## src/rtl/data_cache_reader_pkg.sv

```systemverilog
// Shared definitions for the packet data cache read side: widths,
// framing codes carried in the top bits of each data word, and the
// reader FSM state encoding.
package data_cache_reader_pkg;

    localparam int DATA_W = 134;
    localparam int ID_W   = 8;
    localparam int CNT_W  = 5;

    // Framing code lives in data[133:132].
    localparam logic [1:0] FRM_HEAD = 2'b01;
    localparam logic [1:0] FRM_MID  = 2'b11;
    localparam logic [1:0] FRM_TAIL = 2'b10;

    typedef enum logic [1:0] {
        ST_IDLE     = 2'd0,
        ST_REQ      = 2'd1,
        ST_WAIT_PKT = 2'd2,
        ST_GUARD    = 2'd3
    } reader_state_t;

    // A head while a packet is already open, or a middle/tail with no
    // open packet, is a framing violation. Code 2'b00 is not checked.
    function automatic logic frame_violation(input logic [1:0] code,
                                             input logic       in_pkt);
        return ((code == FRM_HEAD) && in_pkt) ||
               (((code == FRM_MID) || (code == FRM_TAIL)) && !in_pkt);
    endfunction

endpackage

```

## src/rtl/data_cache_reader.sv

```systemverilog
// Read-side scheduler for the packet data cache. Issues one read request
// at a time when the cache holds packets and downstream is not almost
// full, then forwards returned words and the end-of-packet descriptor
// through a one-cycle register stage.
//
// Strobe semantics: every *_wr signal is a single-cycle qualifier with no
// ready/back-pressure return; the paired data/ID/valid bus is meaningful
// only in a cycle where its strobe is high. Flow control is coarse: alf
// only gates starting a new request, never an in-flight packet.
module data_cache_reader
    import data_cache_reader_pkg::*;
#(
    parameter int TIMEOUT = 1024,
    parameter int GUARD   = 2
) (
    input  logic              clk,
    input  logic              rst_n,
    input  logic [ID_W-1:0]   in_reader_ID,
    input  logic [CNT_W-1:0]  in_reader_ID_count,
    output logic [ID_W-1:0]   out_reader_ID,
    output logic              out_reader_ID_wr,
    input  logic              in_reader_data_wr,
    input  logic [DATA_W-1:0] in_reader_data,
    input  logic              in_reader_valid_wr,
    input  logic              in_reader_valid,
    input  logic              in_reader_alf,
    output logic              out_reader_data_wr,
    output logic [DATA_W-1:0] out_reader_data,
    output logic              out_reader_valid_wr,
    output logic              out_reader_valid,
    output logic [31:0]       out_reader_pkt_cnt,
    output logic [15:0]       out_reader_err_cnt,
    output reader_state_t     dbg_state
);

    localparam int TMO_W      = (TIMEOUT > 1) ? $clog2(TIMEOUT) : 1;
    localparam int GRD_W      = (GUARD > 0) ? $clog2(GUARD + 1) : 1;
    // GUARD=0 still spends one cycle in the guard state.
    localparam int GUARD_LAST = (GUARD > 0) ? GUARD - 1 : 0;
    localparam int TMO_LAST   = (TIMEOUT > 0) ? TIMEOUT - 1 : 0;

    reader_state_t    state, state_next;
    logic [TMO_W-1:0] wait_cnt;
    logic [GRD_W-1:0] guard_cnt;
    logic             in_pkt;
    logic             got_word;
    logic             load_id;
    logic             pkt_done;
    logic             timeout_hit;
    logic             frame_err;

    assign dbg_state = state;

    // FSM state register.
    always_ff @(posedge clk or negedge rst_n) begin
        if (!rst_n) begin
            state <= ST_IDLE;
        end else begin
            state <= state_next;
        end
    end

    // Next-state logic plus the single-cycle event pulses that drive the
    // counters and the ID latch.
    always_comb begin
        state_next  = state;
        load_id     = 1'b0;
        pkt_done    = 1'b0;
        timeout_hit = 1'b0;
        frame_err   = 1'b0;
        unique case (state)
            ST_IDLE: begin
                if ((in_reader_ID_count != '0) && !in_reader_alf) begin
                    load_id    = 1'b1;
                    state_next = ST_REQ;
                end
            end
            ST_REQ: begin
                state_next = ST_WAIT_PKT;
            end
            ST_WAIT_PKT: begin
                if (in_reader_data_wr) begin
                    frame_err = frame_violation(in_reader_data[DATA_W-1 -: 2], in_pkt);
                end
                if (in_reader_valid_wr) begin
                    pkt_done   = 1'b1;
                    state_next = ST_GUARD;
                end else if (!got_word && !in_reader_data_wr &&
                             (wait_cnt == TMO_W'(TMO_LAST))) begin
                    // A word arriving on the last cycle wins over the timeout.
                    timeout_hit = 1'b1;
                    state_next  = ST_IDLE;
                end
            end
            ST_GUARD: begin
                if (guard_cnt == GRD_W'(GUARD_LAST)) begin
                    state_next = ST_IDLE;
                end
            end
            default: begin
                state_next = ST_IDLE;
            end
        endcase
    end

    // Request side: latch the head ID when leaving IDLE, strobe it one
    // cycle later while the FSM sits in REQ.
    always_ff @(posedge clk or negedge rst_n) begin
        if (!rst_n) begin
            out_reader_ID    <= '0;
            out_reader_ID_wr <= 1'b0;
        end else begin
            if (load_id) begin
                out_reader_ID <= in_reader_ID;
            end
            out_reader_ID_wr <= (state == ST_REQ);
        end
    end

    // First-word timeout and post-packet guard counters; each clears
    // whenever the FSM is outside the state that uses it.
    always_ff @(posedge clk or negedge rst_n) begin
        if (!rst_n) begin
            wait_cnt  <= '0;
            guard_cnt <= '0;
        end else begin
            if ((state == ST_WAIT_PKT) && !got_word && !in_reader_data_wr) begin
                wait_cnt <= wait_cnt + 1'b1;
            end else if (state != ST_WAIT_PKT) begin
                wait_cnt <= '0;
            end
            if (state == ST_GUARD) begin
                guard_cnt <= guard_cnt + 1'b1;
            end else begin
                guard_cnt <= '0;
            end
        end
    end

    // Framing tracker: open/close packet on head/tail, only while a
    // request is outstanding; cleared at the start of every request.
    always_ff @(posedge clk or negedge rst_n) begin
        if (!rst_n) begin
            in_pkt   <= 1'b0;
            got_word <= 1'b0;
        end else if (state == ST_REQ) begin
            in_pkt   <= 1'b0;
            got_word <= 1'b0;
        end else if ((state == ST_WAIT_PKT) && in_reader_data_wr) begin
            got_word <= 1'b1;
            if (in_reader_data[DATA_W-1 -: 2] == FRM_HEAD) begin
                in_pkt <= 1'b1;
            end else if (in_reader_data[DATA_W-1 -: 2] == FRM_TAIL) begin
                in_pkt <= 1'b0;
            end
        end
    end

    // Packet counter (wraps) and error counter (saturates).
    always_ff @(posedge clk or negedge rst_n) begin
        if (!rst_n) begin
            out_reader_pkt_cnt <= '0;
            out_reader_err_cnt <= '0;
        end else begin
            if (pkt_done) begin
                out_reader_pkt_cnt <= out_reader_pkt_cnt + 32'd1;
            end
            if ((frame_err || timeout_hit) && (out_reader_err_cnt != 16'hFFFF)) begin
                out_reader_err_cnt <= out_reader_err_cnt + 16'd1;
            end
        end
    end

    // One-cycle passthrough of words and descriptors, independent of FSM
    // state so late or post-reset words still reach downstream.
    always_ff @(posedge clk or negedge rst_n) begin
        if (!rst_n) begin
            out_reader_data_wr  <= 1'b0;
            out_reader_data     <= '0;
            out_reader_valid_wr <= 1'b0;
            out_reader_valid    <= 1'b0;
        end else begin
            out_reader_data_wr  <= in_reader_data_wr;
            out_reader_valid_wr <= in_reader_valid_wr;
            if (in_reader_data_wr) begin
                out_reader_data <= in_reader_data;
            end
            if (in_reader_valid_wr) begin
                out_reader_valid <= in_reader_valid;
            end
        end
    end

endmodule

```

## config.mk

```make
export PLATFORM = sky130hd
export DESIGN_NAME = data_cache_reader
export DESIGN_NICKNAME = d
export VERILOG_FILES = /design/src/rtl/data_cache_reader_pkg.sv /design/src/rtl/data_cache_reader.sv
export SDC_FILE = /design/constraint.sdc
export NUM_CORES = 1
export LEC_CHECK = 0
export CAP_MARGIN = 20
export CORE_ASPECT_RATIO = 0.8
export CORE_MARGIN = 2
export CORE_UTILIZATION = 39
export CTS_CLUSTER_SIZE = 16
export DETAILED_ROUTE_END_ITERATION = 7
export GPL_ROUTABILITY_DRIVEN = 0
export PLACE_DENSITY_LB_ADDON = 0.1
export SETUP_SLACK_MARGIN = 0.05
export SYNTH_ARGS = -nofsm -noshare
export SYNTH_HDL_FRONTEND = slang
export SYNTH_SLANG_ARGS = --single-unit
```

## constraint.sdc

```tcl
create_clock -name clk -period 4.65 [get_ports clk]
set_clock_uncertainty 0.2 [all_clocks]
set_input_delay 0.465 -clock clk [delete_from_list [all_inputs] [get_ports clk]]
set_output_delay 0.465 -clock clk [all_outputs]
set_load 0.02 [all_outputs]
```

# After elaboration in Yosys (flattened, before gate mapping)
# Index checks and enable logic that the tools add are counted.
dict set report word_totals {
  regBits 210
}
dict set report op_classes {
  addsub 4
  eq_ne 13
  n_mux 23
  reduce_logical 23
}
# cell count
set op_table {}
lappend op_table {{32-bit by 1-bit adder with 32-bit output, second input constant} 1}
lappend op_table {{10-bit two-way mux} 2}
lappend op_table {{16-bit by 1-bit adder with 16-bit output, second input constant} 1}
lappend op_table {{16-bit inequality test, second input constant} 1}
lappend op_table {{1-bit two-way mux} 15}
lappend op_table {{10-bit by 1-bit adder with 10-bit output, second input constant} 1}
lappend op_table {{10-bit equality test, second input constant} 1}
lappend op_table {{2-bit two-way mux} 5}
lappend op_table {{1-bit logical AND} 9}
lappend op_table {{2-bit equality test, second input constant} 4}
lappend op_table {{2-bit case mux with 4 select lines} 1}
lappend op_table {{2-bit by 1-bit equality test with 1-bit output, second input constant} 3}
lappend op_table {{2-bit inequality test, second input constant} 3}
lappend op_table {{5-bit nonzero test} 1}
lappend op_table {{1-bit zero test} 4}
lappend op_table {{2-bit nonzero test} 2}
lappend op_table {{1-bit logical OR} 3}
lappend op_table {{3-bit inequality test, second input constant} 1}
lappend op_table {{3-bit AND reduction} 1}
lappend op_table {{3-bit nonzero test} 1}
lappend op_table {{2-bit by 1-bit adder with 2-bit output, second input constant} 1}
lappend op_table {{2-bit zero test} 1}
lappend op_table {{2-bit AND reduction} 1}

# Depth between registers and ports, before layout
dict set report logic_depth {
  word_depth 8
  mapped_depth 7
  depth_no_buf 6
}

# Worst setup path before layout
# Ideal clock, no wire load.
dict set report synth_timing {
  kind {input-to-reg}
  from {input port in_reader_ID_count[0]}
  to {register out_reader_ID[0]}
  setup_ps 125
  arrival_ps 1673
  setup_slack_ps 2653
  path_stages 3
  cell_sequence {or4_1 o21ai_2 mux2_2}
}
dict set report synth_between {
  elab_chain_cells 4
}
# element line
set synth_lines {}
lappend synth_lines {{from (decl)} data_cache_reader.sv:19} ;# input logic [CNT_W-1:0] in_reader_ID_count,
lappend synth_lines {{5-bit nonzero test} data_cache_reader.sv:73} ;# if ((in_reader_ID_count != '0) && !in_reader_alf) begin
lappend synth_lines {{1-bit logical AND} data_cache_reader.sv:73}
lappend synth_lines {{1-bit two-way mux} data_cache_reader.sv:73}
lappend synth_lines {{1-bit two-way mux} data_cache_reader.sv:71} ;# unique case (state)
lappend synth_lines {{to (signal assigned)} data_cache_reader.sv:114} ;# out_reader_ID <= in_reader_ID;
lappend synth_lines {{to (decl)} data_cache_reader.sv:20} ;# output logic [ID_W-1:0] out_reader_ID,
# Every way passes these cells.
# A chain may end at the register's enable or synchronous reset.

# Worst setup path in the final report
dict set report layout_timing {
  from {register state[1], in the netlist dbg_state[1]}
  to {output port dbg_state[1]}
}
# element line
set layout_lines {}
lappend layout_lines {{from (decl)} data_cache_reader.sv:42} ;# reader_state_t state, state_next;
lappend layout_lines {{from (signal assigned)} data_cache_reader.sv:59} ;# state <= state_next;
lappend layout_lines {{to (decl)} data_cache_reader.sv:33} ;# output reader_state_t dbg_state
# No word-level cell between the ends.

==> results.toml <==
[timing]
finalCritPeriodShare_pct = 54.2
fmax_mhz = 397
rsz0062_at_grt = "no"
hold_violations = 0
slew_headroom_pct = 31.0
setup_viol_count_final = 0
fin_crit_ps = 2520
tightest_slew_ps = 1030
tns_ps = 0
slew_viol_final = 0
fin_ws_ps = 2130

[clock_tree]
cts_buffers = 23
cts_max_level = 1
post_cts_resized = 0
holdBufCountCts = 1
clk_latency_ps = 500
cts_tree = "yes"
cts_root_buf = "clkbuf_16"
clock_path_buffers = 3
cts_setup_buffers = 0
clock_sinks = 210
clk_pin_slew_ps = 60

[routing]
routed_wl_microns = 22600
firstDrtPassIters = 4
via_per_inst = 4.89
drtIter0Drc = 204
wl_met3_microns = 1910
wl_met2_microns = 11200
vias = 6046
antenna_left = 0
highest_layer = "met4"
wire_per_inst_microns = 18.3
wl_met1_microns = 8920
remaining_drc_errors = 0

[yosys]
syn_avg_cell_area_sq_um = 14.2
synth_cells = 591
synthFlopType = "dfrtp_1"
synth_top_area_share_pct = 62.5
syn-num-nets = 748
synth.cell_area_sq_um = 8400
ys_top_cells_by_area = "dfrtp_1, mux2_2, xnor2_1"
yosysSeqAreaShare_pct = 62.5
async_flop_share_pct = 100
synthDistinctLibCells = 40
ys_ff_latch = 210
yosys.area.top_type = "dfrtp_1"
synth_enable_flop_cells = 0
synth_warnings = 0

[die]
dieArea_sq_um = 22700
fp.dieW_microns = 168
row_count = 48
initial_core_util_pct = 39.3
fp.dieH_microns = 135
coreArea_sq_um = 21400
io_pins = 349

[hold_path]
hold_path_depth = 1
hold_start = "in_reader_data_wr"
min_to = "out_reader_data_wr$_DFF_PN0_"
hp-class = "in2reg"

[finish]
drive_gt1_share_pct = 20.5
diodes = 0
seqCellArea_sq_um = 5260
final_nets = 1104
instances_no_fill = 1237
areaGrowthSynthToFinish_pct = 53.8
fin_util_pct = 60.4
multi_input_area_sq_um = 3030
nFillCells = 1687

[place]
port_buffers = 348
hpwlAfterDp_microns = 16600
preCtsSetupSlack_ps = 1820
dp.cells = 1196

[worst_setup_path]
r2r-end = "out_reader_err_cnt[1]$_DFFE_PN0P_"
criticalPathCategory = "reg2out"
crit_required_ps = 3980
cp.depth = 1
critPathMaxFanout = 14
ff2ff_path_depth = 4
r2r_start = "dbg_state[1]$_DFFE_PN0P_"
crit_family = "buffers and inverters"
ff2ff_setup_slack_ps = 2160
end_kind = "output port"
crit_chain = "clkdlybuf4s50_1"
cp_data_arrival_time_ps = 1860
crit_buf_inv = 1
startpoint_type = "register"
critPathSlowestCell = "clkdlybuf4s50_1"
critPathMaxStageDelay_ps = 700

[run_status]
status = "complete, no violations"

[grt]
grt_pass1_vias = 6483
grt_pass1_wl_microns = 35500
grt_antenna_before_repair = 0
grt_use_total_pct = 19.8
grt-ovfl-total = 0
grt_max_degree = 115

[power]
switching_power_uw = 1500
pwr-share-comb_pct = 24.0
internal_power_uw = 3830
p_per_area_nw_per_um2 = 412
seqPwrFrac_pct = 41.7
power_leakage_uw = 0.00540
swShare_pct = 28.1
ir_drop_uv = 255
clkPwrFrac_pct = 34.2

[run]
cap_violations = 0
==> Yosys cell counts, types with 3 or more instances <==
master and number:
a21oi_1 3, and3_1 13, buf_2 14, clkbuf_1 4, dfrtp_1 210, ha_1 4, inv_1 3, mux2_2 147
nand2_1 37, nand3_1 25, nand4_1 14, nand4b_1 3, nor2_1 27, nor3_1 5, o21ai_0 5, xnor2_1 36
xor2_1 16
==> layout make-up <==
type / instances / share of cell area (%)
Sequential cell: 210 / 40.7
Multi-Input combinational cell: 358 / 23.4
Inverter: 3 / 0.0871
Tap cell: 275 / 2.66
Clock buffer: 36 / 5.30
Timing Repair Buffer: 351 / 27.3
Clock inverter: 4 / 0.571
==> sequential cells by signal, indices dropped and copies added (netlist names) <==
| signal | flops |
|---|---|
| out_reader_valid | 1 |
| out_reader_pkt_cnt | 32 |
| got_word | 1 |
| in_pkt | 1 |
| out_reader_ID | 8 |
| guard_cnt | 2 |
| out_reader_data_wr | 1 |
| wait_cnt | 10 |
| out_reader_ID_wr | 1 |
| out_reader_err_cnt | 16 |
| dbg_state | 2 |
| out_reader_data | 134 |
| out_reader_valid_wr | 1 |
==> power by group through the flow <==
stage	registers (uW)	logic (uW)	clock network, uW
6_report	2220	1280	1820
5_1_grt	2260	1360	1960
4_1_cts	2230	1300	1880
3_3_place_gp	2240	1270	0
3_5_place_dp	2250	1290	0
2_1_floorplan	2470	364	0
==> layout by cell type (no fill, tap or decap), types with 2 or more instances in the layout <==
| cell type | count |
|---|---|
| bufinv_16 | 2 |
| clkbuf_16 | 23 |
| nor3_1 | 5 |
| xor2_1 | 16 |
| nand4b_1 | 3 |
| clkbuf_1 | 7 |
| and3_1 | 13 |
| nand3_1 | 25 |
| xnor2_1 | 36 |
| nor2_1 | 27 |
| inv_1 | 3 |
| clkdlybuf4s50_1 | 346 |
| dfrtp_1 | 210 |
| and3_4 | 2 |
| mux2_2 | 147 |
| nand2_1 | 37 |
| a21oi_1 | 3 |
| clkbuf_8 | 7 |
| ha_1 | 4 |
| nand4_1 | 14 |
| o21ai_0 | 5 |
==> metrics by stage <==
step                      area, sq um  hold slack (ps)  total power [uW]
after floorplan                  8400            -30.6              2830
after global placement          12200              218              3510
after detailed placement        12200              233              3550
after CTS                       12900              112              5410
after global routing            12900              140              5580
final                           12900              139              5330
==> metal layers <==
layer | up-vias | track usage (%)
met3 | 42 | 6.72
met5 | - | 0
li1 | 2768 | -
met1 | 3018 | 24.1
met4 | 0 | 5.70
met2 | 218 | 33.7
==> kinds of logic after synthesis <==
logic type	synth area share [%]
AO/OA/AOI/OAI	0.878
flip-flops	62.5
XOR/XNOR	5.61
multiplexers	19.7
buffers and inverters	1.41
AND/OR/NAND/NOR	9.26
adder cells (fa/ha/maj)	0.596
==> worst reg2reg max path: stages, from the launching register on <==
cell and delay, ps:
dfrtp_1 650, nand2_1 390, a21oi_2 620, nand2_1 190, mux2_2 320
==> worst max-delay path by stage <==
stage | start | endpoint | slack, ps
after floorplan | in_reader_ID_count[0] | out_reader_ID[0]$_DFFE_PN0P_ | 2650
after global placement | in_reader_valid_wr | out_reader_err_cnt[1]$_DFFE_PN0P_ | 1860
after detailed placement | in_reader_valid_wr | out_reader_err_cnt[1]$_DFFE_PN0P_ | 1820
after CTS | dbg_state[1]$_DFFE_PN0P_ | dbg_state[1] | 2110
after global routing | dbg_state[1]$_DFFE_PN0P_ | out_reader_err_cnt[15]$_DFFE_PN0P_ | 1990
final | dbg_state[1]$_DFFE_PN0P_ | dbg_state[1] | 2130
Note: power is estimated with default switching activity, not from simulation.
